===== config.mk =====
export PLATFORM = sky130hd
export DESIGN_NAME = tug_round_ctrl
export DESIGN_NICKNAME = d
export VERILOG_FILES = /design/src/rtl/tug_pkg.sv /design/src/rtl/tug_score_ctr.sv /design/src/rtl/tug_round_ctrl.sv
export SDC_FILE = /design/constraint.sdc
export NUM_CORES = 1
export LEC_CHECK = 0
export CORE_MARGIN = 5
export CORE_UTILIZATION = 48
export CTS_BUF_LIST = sky130_fd_sc_hd__clkbuf_4
export CTS_CLUSTER_DIAMETER = 80
export CTS_CLUSTER_SIZE = 24
export DETAILED_ROUTE_END_ITERATION = 6
export PLACE_DENSITY_LB_ADDON = 0.15
export SYNTH_ARGS = -nofsm -noshare
export SYNTH_HDL_FRONTEND = slang
export SYNTH_HIERARCHICAL = 1
export SYNTH_SLANG_ARGS = --single-unit

===== constraint.sdc =====
create_clock -name clk -period 1.8 [get_ports clk]
set_input_delay 0.36 -clock clk [delete_from_list [all_inputs] [get_ports clk]]
set_output_delay 0.36 -clock clk [all_outputs]
set_load 0.02 [all_outputs]

===== src/rtl/tug_pkg.sv =====
// Shared types and encodings for the Tug-of-War round/match controller.
package tug_pkg;

  // Width of each per-player score counter.
  localparam int SCORE_W = 3;

  // Round controller states.
  typedef enum logic [1:0] {
    PLAY = 2'b00,
    HOLD = 2'b01,
    DONE = 2'b10
  } tug_state_e;

  // round_win pulse encodings.
  localparam logic [1:0] WIN_NONE = 2'b00;
  localparam logic [1:0] WIN_L    = 2'b10;
  localparam logic [1:0] WIN_R    = 2'b01;

endpackage


===== src/rtl/tug_score_ctr.sv =====
// Saturating per-player round-win counter with a limit-reached flag.
module tug_score_ctr
  import tug_pkg::*;
#(
  parameter int WIN_SCORE = 7
) (
  input  logic               clk,
  input  logic               reset,
  input  logic               inc,
  output logic [SCORE_W-1:0] count,
  output logic               hit
);

  localparam logic [SCORE_W-1:0] LIMIT = SCORE_W'(WIN_SCORE);

  // Count wins; hold at the limit so the score can never wrap.
  always_ff @(posedge clk) begin
    if (reset) begin
      count <= '0;
    end else if (inc && (count != LIMIT)) begin
      count <= count + SCORE_W'(1);
    end
  end

  assign hit = (count == LIMIT);

endmodule


===== src/rtl/tug_round_ctrl.sv =====
// Tug-of-War round and match controller: arbitrates the two players'
// press pulses, moves the rope light, scores rounds and sequences the
// post-round hold, recenter and end-of-match lockout.
module tug_round_ctrl #(
  parameter int FIELD       = 9,
  parameter int WIN_SCORE   = 7,
  parameter int HOLD_CYCLES = 4
) (
  input  logic             clk,
  input  logic             reset,
  input  logic             l_press,
  input  logic             r_press,
  output logic [FIELD-1:0] pos,
  output logic [2:0]       l_score,
  output logic [2:0]       r_score,
  output logic [1:0]       round_win,
  output logic             match_over
);

  import tug_pkg::*;

  localparam int IW = (FIELD > 1) ? $clog2(FIELD) : 1;
  localparam int CW = (HOLD_CYCLES > 1) ? $clog2(HOLD_CYCLES) : 1;

  localparam logic [IW-1:0] CTR       = IW'((FIELD - 1) / 2);
  localparam logic [IW-1:0] EDGE_L    = IW'(FIELD - 1);
  localparam logic [CW-1:0] HOLD_LOAD = CW'(HOLD_CYCLES - 1);
  localparam logic [2:0]    LAST_WIN  = 3'(WIN_SCORE - 1);

  tug_state_e    state_q, state_d;
  logic [IW-1:0] idx_q, idx_d;
  logic [CW-1:0] cnt_q, cnt_d;
  logic [1:0]    rw_q, rw_d;
  logic          l_inc, r_inc;
  logic          l_hit, r_hit;

  // Next-state, rope movement and round-win decisions.
  always_comb begin
    state_d = state_q;
    idx_d   = idx_q;
    cnt_d   = cnt_q;
    rw_d    = WIN_NONE;
    l_inc   = 1'b0;
    r_inc   = 1'b0;
    case (state_q)
      PLAY: begin
        // Simultaneous presses cancel; only a lone press acts.
        if (l_press && !r_press) begin
          if (idx_q == EDGE_L) begin
            l_inc   = 1'b1;
            rw_d    = WIN_L;
            cnt_d   = HOLD_LOAD;
            state_d = (l_score == LAST_WIN) ? DONE : HOLD;
          end else begin
            idx_d = idx_q + IW'(1);
          end
        end else if (r_press && !l_press) begin
          if (idx_q == '0) begin
            r_inc   = 1'b1;
            rw_d    = WIN_R;
            cnt_d   = HOLD_LOAD;
            state_d = (r_score == LAST_WIN) ? DONE : HOLD;
          end else begin
            idx_d = idx_q - IW'(1);
          end
        end
      end
      HOLD: begin
        // The edge light stays lit; the exit cycle itself ignores presses.
        if (cnt_q == '0) begin
          idx_d   = CTR;
          state_d = PLAY;
        end else begin
          cnt_d = cnt_q - CW'(1);
        end
      end
      DONE: begin
        // Terminal until reset: rope and scores frozen.
      end
      default: begin
        state_d = PLAY;
        idx_d   = CTR;
        cnt_d   = '0;
      end
    endcase
  end

  // Control registers: state, rope index, hold counter, win pulse.
  always_ff @(posedge clk) begin
    if (reset) begin
      state_q <= PLAY;
      idx_q   <= CTR;
      cnt_q   <= '0;
      rw_q    <= WIN_NONE;
    end else begin
      state_q <= state_d;
      idx_q   <= idx_d;
      cnt_q   <= cnt_d;
      rw_q    <= rw_d;
    end
  end

  tug_score_ctr #(.WIN_SCORE(WIN_SCORE)) u_l_score (
    .clk   (clk),
    .reset (reset),
    .inc   (l_inc),
    .count (l_score),
    .hit   (l_hit)
  );

  tug_score_ctr #(.WIN_SCORE(WIN_SCORE)) u_r_score (
    .clk   (clk),
    .reset (reset),
    .inc   (r_inc),
    .count (r_score),
    .hit   (r_hit)
  );

  // Only the match-winning round brings a score to WIN_SCORE, so either
  // limit flag marks the end of the match.
  assign match_over = l_hit | r_hit;
  assign round_win  = rw_q;
  assign pos        = FIELD'(1) << idx_q;

endmodule


==> out/qor.yml, run 1 <==
post-synth-top-area-fraction_pct: 28.2
p_leak_uw: 0.000747
cts_max_path_buffers: 2
max_cap_viol_count: 0
synth-edff-count: 0
skew_ns: 0.00469
yosys.cell_types.count: 42
relSlewSlack_pct: 69.9
crit_chain: "buf_4 -> nand2b_1 -> nor2_1 -> dlygate4sd2_1"
final_layout_size_suffix_gt1_share_pct: 40.8
powerDensity_nw_per_um2: 777
dpl-instance-area_sq_um: 1590
root_buffer: "clkbuf_4"
synth_common_cells: "dfxtp_1, nor2_1, ha_1, nand2b_1, a21oi_1"
slew_violations: 0
num_io_pins: 22
gr-usage-all-layers_pct: 16.7
vias: 1112
worst_slew_pin_slew_ns: 0.449
die-height_um: 58.7
grt_pass1_vias: 1054
cp_top_family: "buffers and inverters"
first_iter_violations: 20
synth.most_common_cell: "dfxtp_1"
initial_core_util_pct: 50.9
synth_area_leader_cell: "dfxtp_1"
cts_tree: "done"
placementRows: 17
start_kind: "register"
grt_max_degree: 16
async_reset_ff_share_pct: 0
dpl.hpwl_um: 2230
min_period_ns: 1.75
final_area_sq_um: 1670
hold_viol: 0
period_share_pct: 97.1
first_pass_iters: 4
vias_per_cell: 5.37
coreArea_sq_um: 2230
synthesis.nets: 145
fillers: 164
drt_wl_total_um: 2870
synth.top_cells.by_area: "dfxtp_1, ha_1, nand2b_1, buf_6, nand4bb_1"
clkTransAtPathRegs_ns: 0.09
path_class: "register to primary output"
total_power_uw: 1300
holdPathStages: 2
routedWlPerCell_um: 13.8
status: "complete, no violations"
critPathBufInv: 2
irDropWorstVdd_v: 0.000606
avgSynthCellArea_sq_um: 8.67
synth_seq_cells: 16
n_antenna_cell: 0
synthCells: 131
cts_buffers: 3
seq_area_frac_synth_pct: 28.2
postCtsHoldBufs: 0
gp_congestion: 0.737
setup_viol: 0
ant_nets: 0
path_max_fanout: 7
grt-ovfl-total: 0
fp.dieW_um: 58.7
syn_to_final_growth_pct: 46.7
end_kind: "primary output"
cts_max_level: 1
portBuffers: 21
min_path_type: "register to register"
remaining_drc_errors: 0
slowest_stage: "dfxtp_1"
clock_sinks: 16
die-area_sq_um: 3440
fin_nets: 194
netlist_area_sq_um: 1140
rsz0062_at_grt: "no"
reg2reg_depth: 5
grt_pass1_wl_um: 4550
clock.fmax_mhz: 572
max_stage_delay_ns: 0.41
cp.arrival_ns: 1.39
yosysWarnings: 6
antenna_found_initial: 0
cp.depth: 4
worstSkewPairLatency_ns: 0.29
crit_required_ns: 1.44
ys.flop_type: "dfxtp_1"
-- flip-flops by register name, summed over array words and instances, names as in the netlist --
register	cells
cnt_q	2
u_r_score/count	3
u_l_score/count	3
state_q	2
idx_q	4
round_win	2
-- where the power goes --
part	leakage (uW)	internal [uW]	total, uW	switching (uW)
registers	0.000132	394	463	69.1
logic	0.000599	326	635	309
clock network	0.0000154	80.5	197	116
-- placed cells by master (no fill, tap or decap), types with 3 or more instances in the layout --
cell	netlist	final
buf_4	1	30
dfxtp_1	16	11
nor2_1	11	10
nand2b_1	9	9
a21oi_1	7	6
nor2b_1	6	6
clkdlybuf4s50_1	0	6
nor3_1	6	5
nand2_1	5	5
nand3_1	5	5
dfxtp_2	0	5
inv_1	6	4
o21ai_0	4	4
ha_4	0	4
ha_1	10	4
clkbuf_2	0	4
nand4bb_1	4	4
o21ai_1	4	4
clkbuf_4	0	3
clkdlybuf4s15_1	0	3
dlymetal6s2s_1	0	3
-- logic make-up (layout without fill, tap and decap cells) --
kind of cell / Yosys count / count (layout) / share of synthesized area (%)
adder cells (fa/ha/maj): 10 / 10 / 11.0
multiplexers: 3 / 3 / 3.52
AND/OR/NAND/NOR: 62 / 62 / 33.9
XOR/XNOR: 3 / 3 / 2.31
AO/OA/AOI/OAI: 24 / 24 / 12.9
buffers and inverters: 13 / 61 / 8.15
flip-flops: 16 / 16 / 28.2
-- stage by stage --
| stage | instances | setup WS, ns | hold slack, ns | utilization [%] | setup TNS, ns |
|---|---|---|---|---|---|
| floorplan | 131 | 0.00780 | 0.460 | - | 0 |
| global placement | 202 | -0.457 | 0.477 | 71.3 | -3.49 |
| detailed placement | 202 | -0.535 | 0.496 | 71.3 | -4.28 |
| CTS | 206 | -0.0203 | 0.509 | 72.3 | -0.0203 |
| global route | 207 | 0.00281 | 0.566 | 74.6 | 0 |
| finish | 207 | 0.0527 | 0.504 | 74.6 | 0 |
-- metal layers --
| layer | vias up | part of all wire (%) | routed length, um | global-route usage (%) |
|---|---|---|---|---|
| met4 | 0 | 0.84 | 24 | 4.21 |
| met1 | 530 | 46 | 1310 | 21.3 |
| met3 | 4 | 3.0 | 87 | 3.95 |
| met2 | 19 | 50 | 1440 | 28.2 |
| met5 | - | 0 | 0 | 0 |
| li1 | 559 | - | - | - |
-- cell type report --
type	count	area, sq um	area share, %
Clock buffer	3	22.5	1.35
Sequential cell	16	327	19.6
Clock inverter	1	3.75	0.225
Multi-Input combinational cell	102	833	50.0
Tap cell	28	35.0	2.10
Inverter	6	27.5	1.65
Timing Repair Buffer	51	418	25.1
-- worst paths after layout --
path	start	endpoint	slack, ns
setup / recovery	idx_q[0]	pos[5]	0.05
setup reg to reg	idx_q[0]	u_r_score/count[0]	0.09
hold reg to reg	cnt_q[0]	cnt_q[0]	0.50
hold / removal	cnt_q[0]	cnt_q[0]	0.50
-- worst reg2reg max path, stage by stage, from the launching register on --
cell     delay (ns)
dfxtp_1        0.36
buf_4          0.17
nor4_4         0.28
and4_2         0.31
nor2b_4        0.19
mux2_4         0.30
-- repair_timing --
action | 4_1_cts | 5_1_grt
endpoints found under the setup margin | 18 | 16
pin swaps | 0 | 3
resized for setup | 24 | 32
setup buffers | 0 | 1
endpoints found under the hold margin | 0 | 0
No activity file was read; power rests on OpenSTA's default activity.
==> run 2: changes to the inputs <==
Settings changed: PLACE_DENSITY set to 0.88, PLACE_DENSITY_LB_ADDON 0.15 to not set.
==> out/qor.yml, run 2 (synthesized netlist as in run 1, its figures left out) <==
die-height_um: 58.7
drt_wl_total_um: 3080
min_path_type: "register to register"
max_cap_viol_count: 0
final_layout_size_suffix_gt1_share_pct: 40.6
crit_required_ns: 1.44
seqCellArea_sq_um: 325
dpl.hpwl_um: 2440
clock.fmax_mhz: 570
worst_slew_pin_slew_ns: 0.482
final_area_sq_um: 1620
setup_viol: 0
tns_ns: 0
period_share_pct: 97.5
status: "complete, no violations"
n_antenna_cell: 0
regMostFlops: "idx_q"
postCtsHoldBufs: 0
gp_congestion: 0.812
multi_input_area_sq_um: 830
powerDensity_nw_per_um2: 794
path_max_fanout: 2
path_class: "register to primary output"
largest_reg_flops: 4
min_period_ns: 1.75
skew_ns: 0.00787
layout_common_cells: "buf_4, dfxtp_1, nor2_1, nand2b_1, clkbuf_2"
grt_pass1_wl_um: 5260
dpl-instance-area_sq_um: 1580
grt-ovfl-total: 0
end_kind: "primary output"
num_io_pins: 22
clkTransAtPathRegs_ns: 0.10
initial_core_util_pct: 50.9
grt_pass1_vias: 1211
vias: 1112
portBuffers: 21
relSlewSlack_pct: 67.5
hold_end: "cnt_q[1]"
cts_max_level: 1
fillers: 143
min_from: "cnt_q[1]"
syn_to_final_growth_pct: 42.2
antenna_found_initial: 0
start_kind: "register"
p_leak_uw: 0.000726
vias_per_cell: 5.48
placementRows: 17
r2r_slack_ns: 0.07
fin_cells: 203
irDropWorstVdd_v: 0.000589
grt_max_degree: 16
cts_buffers: 3
routedWlPerCell_um: 15.1
r2r_start: "idx_q[0]"
first_iter_violations: 19
root_buffer: "clkbuf_4"
critPathLaunch: "u_r_score/count[1]"
hold_viol: 0
r2r-end: "u_r_score/count[0]"
gr-usage-all-layers_pct: 19.7
slew_violations: 0
largestRegisters: "idx_q x4, u_l_score/count x3, u_r_score/count x3"
reg2reg_depth: 5
cts_tree: "done"
fin_nets: 191
cts_max_path_buffers: 2
first_pass_iters: 4
dp_cells: 200
fp.dieW_um: 58.7
holdPathStages: 2
die-area_sq_um: 3440
coreArea_sq_um: 2230
final_common_cell: "buf_4"
clock_sinks: 16
ant_nets: 0
remaining_drc_errors: 0
cp.arrival_ns: 1.39
worstSkewPairLatency_ns: 0.29
[run 2: routing by layer]
metal	up-vias	track usage (%)	routed length (um)
li1	549	-	-
met3	5	5.04	126
met5	-	0	0
met2	28	36.7	1670
met4	0	8.41	25
met1	530	20.6	1250
[run 2: power breakdown]
part / total (uW) / internal [uW] / leakage [uW] / switching, uW
clock: 193 / 77.9 / 0.0000138 / 115
sequential: 443 / 395 / 0.000131 / 48.5
combinational: 647 / 307 / 0.000581 / 340
total: 1280 / 779 / 0.000726 / 503
[run 2: through the flow]
| step | util, % | power (uW) | setup WS [ns] | hold slack [ns] |
|---|---|---|---|---|
| CTS | 71.3 | 1270 | -0.0214 | 0.509 |
| global placement | 70.6 | 1070 | -0.457 | 0.478 |
| global route | 72.3 | 1360 | -0.00535 | 0.529 |
| finish | 72.3 | 1280 | 0.0456 | 0.511 |
| floorplan | - | 853 | 0.00780 | 0.460 |
| detailed placement | 70.6 | 1110 | -0.540 | 0.484 |
[run 2: area by class of cell]
class	instances	area share, %
timing repair buffer	48	23.2
sequential	16	20.1
clock buffer	3	1.39
multi-input combinational	102	51.4
tap	28	2.17
inverter	6	1.70
[run 2: what timing repair did]
action                     in CTS  in global routing
setup endpoints to repair      18                 16
cloned                          0                  0
pin swaps                       1                  1
setup buffers                   0                  0
resized for setup              22                 35
[run 2: critical path: stages, from the launching register on]
cell     delay [ns]
dfxtp_1        0.35
ha_4           0.17
ha_4           0.16
or2_2          0.30
buf_6          0.13
[run 2: worst max-delay path by stage]
stage	endpoint	depth (start not counted)	slack (ns)
after global routing	pos[8]	3	-0.005
after floorplan	idx_q[3]	10	0.008
after detailed placement	idx_q[3]	9	-0.54
after global placement	idx_q[3]	10	-0.46
after CTS	match_over	4	-0.02
final	match_over	4	0.05
==> run 3: changes to the inputs <==
Settings changed: CTS_CLUSTER_SIZE 24 to 28.
==> results of run 3 <==
No change in the layout: final DEF, timing and power equal those of run 2.
